File: src/rtl/alu_pkg.sv
// Shared definitions for the ALU issue stage: widths, opcodes, buffer entry layout
// and the writeback forwarding rules used at capture and on held entries.
package alu_pkg;

  localparam int XLEN = 32;
  localparam int RAW  = 5;
  localparam int OPW  = 5;

  localparam logic [OPW-1:0] ALU_ADD   = 5'b00000;
  localparam logic [OPW-1:0] ALU_DIV   = 5'b01101;
  localparam logic [OPW-1:0] ALU_PASSB = 5'b10101;
  localparam logic [OPW-1:0] OP_MAX    = ALU_PASSB;

  typedef enum logic [1:0] {
    ST_EMPTY = 2'd0,
    ST_ONE   = 2'd1,
    ST_FULL  = 2'd2
  } issue_state_e;

  typedef struct packed {
    logic [OPW-1:0]  alu_op;
    logic [RAW-1:0]  rd;
    logic [RAW-1:0]  rs1;
    logic [RAW-1:0]  rs2;
    logic            a_is_pc;
    logic            b_is_imm;
    logic [XLEN-1:0] ra;
    logic [XLEN-1:0] rb;
  } issue_entry_t;

  // Register x0 is hardwired, so it never takes a forwarded value.
  function automatic logic fwd_hit(input logic           fwd_valid,
                                   input logic [RAW-1:0] fwd_rd,
                                   input logic [RAW-1:0] src);
    return fwd_valid && (fwd_rd != '0) && (fwd_rd == src);
  endfunction

  // Only register-sourced operands are refreshed; PC and immediate operands stay.
  function automatic issue_entry_t apply_fwd(input issue_entry_t    e,
                                             input logic            fwd_valid,
                                             input logic [RAW-1:0]  fwd_rd,
                                             input logic [XLEN-1:0] fwd_data);
    issue_entry_t r;
    r = e;
    if (!e.a_is_pc && fwd_hit(fwd_valid, fwd_rd, e.rs1)) r.ra = fwd_data;
    if (!e.b_is_imm && fwd_hit(fwd_valid, fwd_rd, e.rs2)) r.rb = fwd_data;
    return r;
  endfunction

endpackage

File: src/rtl/alu_issue_entry.sv
// One buffer slot of the issue stage: loads a captured micro-op and keeps its
// register operands current with writeback results while it waits.
module alu_issue_entry
  import alu_pkg::*;
(
  input  logic            clk,
  input  logic            rst_n,
  input  logic            valid_d_i,
  input  logic            load_i,
  input  issue_entry_t    data_i,
  input  logic            leave_i,
  input  logic            fwd_valid_i,
  input  logic [RAW-1:0]  fwd_rd_i,
  input  logic [XLEN-1:0] fwd_data_i,
  output issue_entry_t    data_o
);

  logic         valid_q;
  issue_entry_t data_q;
  issue_entry_t data_d;

  // An entry leaving this cycle is not refreshed; its slot is reloaded or emptied.
  always_comb begin
    data_d = data_q;
    if (load_i) begin
      data_d = data_i;
    end else if (valid_q && !leave_i) begin
      data_d = apply_fwd(data_q, fwd_valid_i, fwd_rd_i, fwd_data_i);
    end
  end

  always_ff @(posedge clk or negedge rst_n) begin
    if (!rst_n) begin
      valid_q <= 1'b0;
      data_q  <= '0;
    end else begin
      valid_q <= valid_d_i;
      data_q  <= data_d;
    end
  end

  assign data_o = data_q;

endmodule

File: src/rtl/alu_issue_stage.sv
// Issue stage in front of the 32-bit ALU: operand select, writeback forwarding
// and a two-entry skid buffer between decode and execute.
module alu_issue_stage
  import alu_pkg::*;
(
  input  logic            clk,
  input  logic            rst_n,
  input  logic            flush,
  input  logic            in_valid,
  output logic            in_ready,
  input  logic [OPW-1:0]  in_alu_op,
  input  logic [RAW-1:0]  in_rs1,
  input  logic [RAW-1:0]  in_rs2,
  input  logic [XLEN-1:0] in_rs1_val,
  input  logic [XLEN-1:0] in_rs2_val,
  input  logic [XLEN-1:0] in_imm,
  input  logic [XLEN-1:0] in_pc,
  input  logic            in_a_is_pc,
  input  logic            in_b_is_imm,
  input  logic [RAW-1:0]  in_rd,
  input  logic            fwd_valid,
  input  logic [RAW-1:0]  fwd_rd,
  input  logic [XLEN-1:0] fwd_data,
  output logic            out_valid,
  input  logic            out_ready,
  output logic [XLEN-1:0] out_ra,
  output logic [XLEN-1:0] out_rb,
  output logic [OPW-1:0]  out_alu_op,
  output logic [RAW-1:0]  out_rd,
  output logic            out_illegal,
  output logic            out_div_zero,
  output issue_state_e    dbg_state
);

  // Handshakes: a transfer happens on a rising edge where valid & ready are both
  // high; valid never waits on ready, and in_ready is a register (no path from
  // out_ready), so back-pressure is absorbed by the SKID entry.

  issue_state_e state_q, state_d;
  logic         in_ready_q;
  logic         accept, deliver;
  logic         main_load, main_from_skid, skid_load;
  issue_entry_t cap, main_in, main_q, skid_q;

  assign accept  = in_valid && in_ready_q;
  assign deliver = out_valid && out_ready;

  always_comb begin
    cap          = '0;
    cap.alu_op   = in_alu_op;
    cap.rd       = in_rd;
    cap.rs1      = in_rs1;
    cap.rs2      = in_rs2;
    cap.a_is_pc  = in_a_is_pc;
    cap.b_is_imm = in_b_is_imm;
    cap.ra       = in_a_is_pc ? in_pc
                 : (fwd_hit(fwd_valid, fwd_rd, in_rs1) ? fwd_data : in_rs1_val);
    cap.rb       = in_b_is_imm ? in_imm
                 : (fwd_hit(fwd_valid, fwd_rd, in_rs2) ? fwd_data : in_rs2_val);
  end

  always_comb begin
    state_d        = state_q;
    main_load      = 1'b0;
    main_from_skid = 1'b0;
    skid_load      = 1'b0;
    if (flush) begin
      state_d = ST_EMPTY;
    end else begin
      case (state_q)
        ST_EMPTY: begin
          if (accept) begin
            state_d   = ST_ONE;
            main_load = 1'b1;
          end
        end
        ST_ONE: begin
          if (accept && !deliver) begin
            state_d   = ST_FULL;
            skid_load = 1'b1;
          end else if (deliver && !accept) begin
            state_d = ST_EMPTY;
          end else if (deliver && accept) begin
            main_load = 1'b1;
          end
        end
        ST_FULL: begin
          if (deliver) begin
            state_d        = ST_ONE;
            main_load      = 1'b1;
            main_from_skid = 1'b1;
          end
        end
        default: state_d = ST_EMPTY;
      endcase
    end
  end

  // SKID picks up this cycle's writeback on its way into MAIN.
  assign main_in = main_from_skid ? apply_fwd(skid_q, fwd_valid, fwd_rd, fwd_data) : cap;

  always_ff @(posedge clk or negedge rst_n) begin
    if (!rst_n) begin
      state_q    <= ST_EMPTY;
      in_ready_q <= 1'b1;
    end else begin
      state_q    <= state_d;
      in_ready_q <= (state_d != ST_FULL);
    end
  end

  alu_issue_entry u_main (
    .clk        (clk),
    .rst_n      (rst_n),
    .valid_d_i  (state_d != ST_EMPTY),
    .load_i     (main_load),
    .data_i     (main_in),
    .leave_i    (deliver),
    .fwd_valid_i(fwd_valid),
    .fwd_rd_i   (fwd_rd),
    .fwd_data_i (fwd_data),
    .data_o     (main_q)
  );

  alu_issue_entry u_skid (
    .clk        (clk),
    .rst_n      (rst_n),
    .valid_d_i  (state_d == ST_FULL),
    .load_i     (skid_load),
    .data_i     (cap),
    .leave_i    (1'b0),
    .fwd_valid_i(fwd_valid),
    .fwd_rd_i   (fwd_rd),
    .fwd_data_i (fwd_data),
    .data_o     (skid_q)
  );

  assign in_ready     = in_ready_q;
  assign out_valid    = (state_q != ST_EMPTY);
  assign out_ra       = main_q.ra;
  assign out_rb       = main_q.rb;
  assign out_alu_op   = main_q.alu_op;
  assign out_rd       = main_q.rd;
  assign out_illegal  = out_valid && (main_q.alu_op > OP_MAX);
  assign out_div_zero = out_valid && (main_q.alu_op == ALU_DIV) && (main_q.rb == '0);
  assign dbg_state    = state_q;

endmodule

File: config.mk
export PLATFORM = sky130hd
export DESIGN_NAME = alu_issue_stage
export DESIGN_NICKNAME = d
export VERILOG_FILES = /design/src/rtl/alu_pkg.sv /design/src/rtl/alu_issue_entry.sv /design/src/rtl/alu_issue_stage.sv
export SDC_FILE = /design/constraint.sdc
export NUM_CORES = 1
export LEC_CHECK = 0
export ABC_AREA = 0
export BUFFER_PORTS_ARGS = -buffer_cell sky130_fd_sc_hd__buf_4
export CORE_ASPECT_RATIO = 1.2
export CORE_MARGIN = 1
export CORE_UTILIZATION = 61
export DETAILED_ROUTE_END_ITERATION = 8
export PLACE_DENSITY = 0.87
export SLEW_MARGIN = 0
export SYNTH_ARGS = -nofsm -noshare
export SYNTH_HDL_FRONTEND = slang
export SYNTH_HIERARCHICAL = 1
export SYNTH_SLANG_ARGS = --single-unit
export TNS_END_PERCENT = 100
File: constraint.sdc
create_clock -name clk -period 6.5 [get_ports clk]
set_clock_uncertainty 0.15 [all_clocks]
set_input_delay 1.3 -clock clk [delete_from_list [all_inputs] [get_ports clk]]
set_output_delay 1.3 -clock clk [all_outputs]
set_load 0.02 [all_outputs]
==> key figures <==
Clocking
  – Post_cts resized: 0
  – CTS clk-pin slew, worst paths: 0.07 ns
  – Root Buffer: clkbuf_16
  – Clock Path Buffers: 2
  – Postcts setup bufs: 0
  – Hold buffer count at CTS: 0
  – Clock buffer count from CTS: 17
  – H-tree Lvls: 4
  – Clk_lat worst skew: 0.45 ns
  – TritonCTS clock tree: done
  – Clk sinks: 177

Global route
  – Global route hottest layer: met2
  – GRT met3 Usage: 0.1755
  – Initial antenna violation count: 2
  – Tot GR Track Use: 0.4609
  – Grt met2 use: 0.6880
  – Met1 GRT Util: 0.5590
  – Congestion Overflow GR: 0
  – First-pass GRT wire length: 83,680 um
  – Vias in the first global route: 14,680
  – Largest net degree at the start of global routing: 80

Route
  – TritonRoute pass-1 iters: 7
  – Final ANT Viol Nets: 0
  – Via count: 15,340
  – DRT iter0 DRCs: 2,826
  – Vias/cell: 7.734
  – Avg WL per Cell: 27.76 um
  – Total wire length: 55,040 um
  – Detailed-route DRC error count: 0

Timing
  – Fmax achieved: 239.3 MHz
  – Setup TNS Final: 0 ns
  – Final critical-path share of the clock period: 0.6429
  – Final min period: 4.179 ns
  – Setup ws final: 2.321 ns
  – Final setup vio count: 0
  – Max-Slew Margin vs Limit: 0.1016
  – Max Slew Vio Count: 0
  – Unrepaired setup endpoints after global routing: false
  – Slew of the pin with the lowest slew margin: 1.348 ns
  – Hold Vio Cnt, Final: 0

Die
  – Core area: 22,450 um^2
  – Site Rows: 60
  – Die area: 23,510 um^2
  – Die Wd: 140.2 um
  – # IOs: 273
  – Die Ht: 167.8 um
  – Starting Density: 0.6224

Setup path
  – Critical-path top delay cell: o21a_4
  – Crit-path cells: buf_4, or4_4, o21a_4, and4_2, buf_4, mux2i_1, a211oi_1, a2bb2oi_1
  – Peak fanout along the critical path: 68
  – CP most frequent cell: buf_4
  – Critical path arrival: 4.40 ns
  – CP required: 6.72 ns
  – Critical path launch point type: primary input
  – Setup crit end kind: flip-flop
  – CP peak stage delay: 0.70 ns
  – CP Class: primary input to flip-flop
  – Crit path max-delay family: compound AO/OA/AOI/OAI gates
  – Buf/Inv on CP: 2

Final layout
  – Commonest cells after routing, fill and taps aside: 307 x buf_4, 176 x dfrtp_1, 158 x a31oi_1
  – Fin area: 16,160 um^2
  – P&R area growth vs syn: 15.65%
  – Commonest non-fill, non-tap cell in the layout: buf_4
  – Nets: 1,882
  – Fraction of layout cells with a size suffix above 1: 0.2673

Synth
  – Post-synthesis cell type count: 52
  – Post-Synthesis Cell Area: 13,970 um^2
  – Mean area per synthesized cell: 8.921 um^2
  – Async set or reset register ratio after synthesis: 1.000
  – Main synth FF type: dfrtp_1
  – Top cell type by total area after synthesis: dfrtp_1
  – Synth top area share: 0.3152
  – EDFF count, synth: 0
  – Syn_nets: 1,759
  – Yosys warning count: 6
  – Synthesized flop and latch total: 177
  – Synth area leaders: dfrtp_1 32%, a31oi_1 7.1%, o31ai_1 6.9%
  – Syn Inst Count: 1,566
  – Post-synthesis sequential area ratio: 0.3171

Place
  – DP Worst Slack: 2.100 ns
  – Placed Area: 15,580 um^2
  – Gpl congestion: 0.9613
  – Port Buf Inserts: 272
  – HPWL after DPL: 33,980 um

Pwr
  – Overall Power: 4.563 mW
  – Peak VDD IR: 0.2020 mV
  – Power per Cell Area: 282.4 nW/um^2
  – Lkg Pwr: 6.424 nW

Status
  – Status: finished, final reports clean

Run
  – Max Cap Viol: 0

Hold path
  – Worst hold-check path type: flip-flop to flip-flop
cells in the mapped netlist, types with 2 or more instances:
cell type,number
nand2_1,64
or2_2,4
xor2_1,20
a41oi_1,24
o211ai_4,2
buf_6,32
clkbuf_1,115
nor2b_1,5
and3_1,2
mux2i_1,65
a211oi_1,93
a221oi_1,4
o21ai_0,3
buf_12,3
dfrtp_1,176
nor2_1,104
a211oi_2,2
nand4_1,36
a41oi_2,10
nor3b_1,65
nor4_2,2
o31ai_1,128
nor4_1,7
a221oi_2,29
a2bb2oi_1,98
buf_4,3
inv_2,3
o211a_1,2
and4_1,5
buf_1,4
a21oi_1,67
inv_1,68
or4_4,3
a31oi_1,158
clkbuf_4,4
mux2_2,44
nor3_1,37
buf_2,42
xnor2_1,20
cell families after synthesis:
kind of cell	count (synthesis)	share of synthesized area
XOR/XNOR	40	0.02508
flip-flops	177	0.3171
buffers and inverters	275	0.1006
AO/OA/AOI/OAI	623	0.3450
other	1	0.0002684
AND/OR/NAND/NOR	341	0.1299
multiplexers	109	0.08203
sequential cells by signal (all words and copies together), names as in the netlist:
signal          count
u_skid/valid_q      1
u_main/valid_q      1
dbg_state           2
u_skid/data_o      86
u_main/data_o      86
in_ready            1
cell type report:
cell class              count  area (um^2)
well taps                 279        349.1
diodes                      2        5.005
clock buffers              19        432.9
clock inverters            13        140.1
fillers                  1660         6290
flip-flops and latches    177         4431
inverters                  71        266.5
multi-input cells        1114         8217
repair buffers            308         2316
where the power goes:
part / switching [mW] / internal, mW
Sequential: 0.245 / 1.39
Clock: 0.509 / 0.545
Combinational: 1.17 / 0.698
final timing paths:
kind / startpoint / end / slack, ns / cells after the start
worst max-delay path: fwd_rd[3] / u_main/data_o[43]$_DFFE_PN0P_ / 2.32 / 8
worst min-delay path: u_skid/data_o[76]$_DFFE_PN0P_ / u_skid/data_o[76]$_DFFE_PN0P_ / 0.36 / 1
worst max register to register: dbg_state[1]$_DFF_PN0_ / u_main/data_o[0]$_DFFE_PN0P_ / 3.17 / 7
worst min register to register: u_skid/data_o[76]$_DFFE_PN0P_ / u_skid/data_o[76]$_DFFE_PN0P_ / 0.36 / 1
max in group asynchronous: rst_n / u_skid/data_o[41]$_DFFE_PN0P_ / 4.17 / 2
min in group asynchronous: rst_n / u_main/data_o[27]$_DFFE_PN0P_ / 0.73 / 1
metal layers:
metal	up-vias	wire length, um
met5	-	31
met4	4	4080
met3	379	8334
met2	1500	23840
met1	7133	18760
li1	6320	-
per-stage QoR:
stage,utilization,instances,hold WS (ns)
after floorplan,-,1566,0.3306
after global placement,0.6940,1949,0.3392
after detailed placement,0.6940,1949,0.3466
after CTS,0.7196,1981,0.3638
after global routing,0.7196,1981,0.3778
final,0.7198,1983,0.3592
No activity file was read; power rests on OpenSTA's default activity.
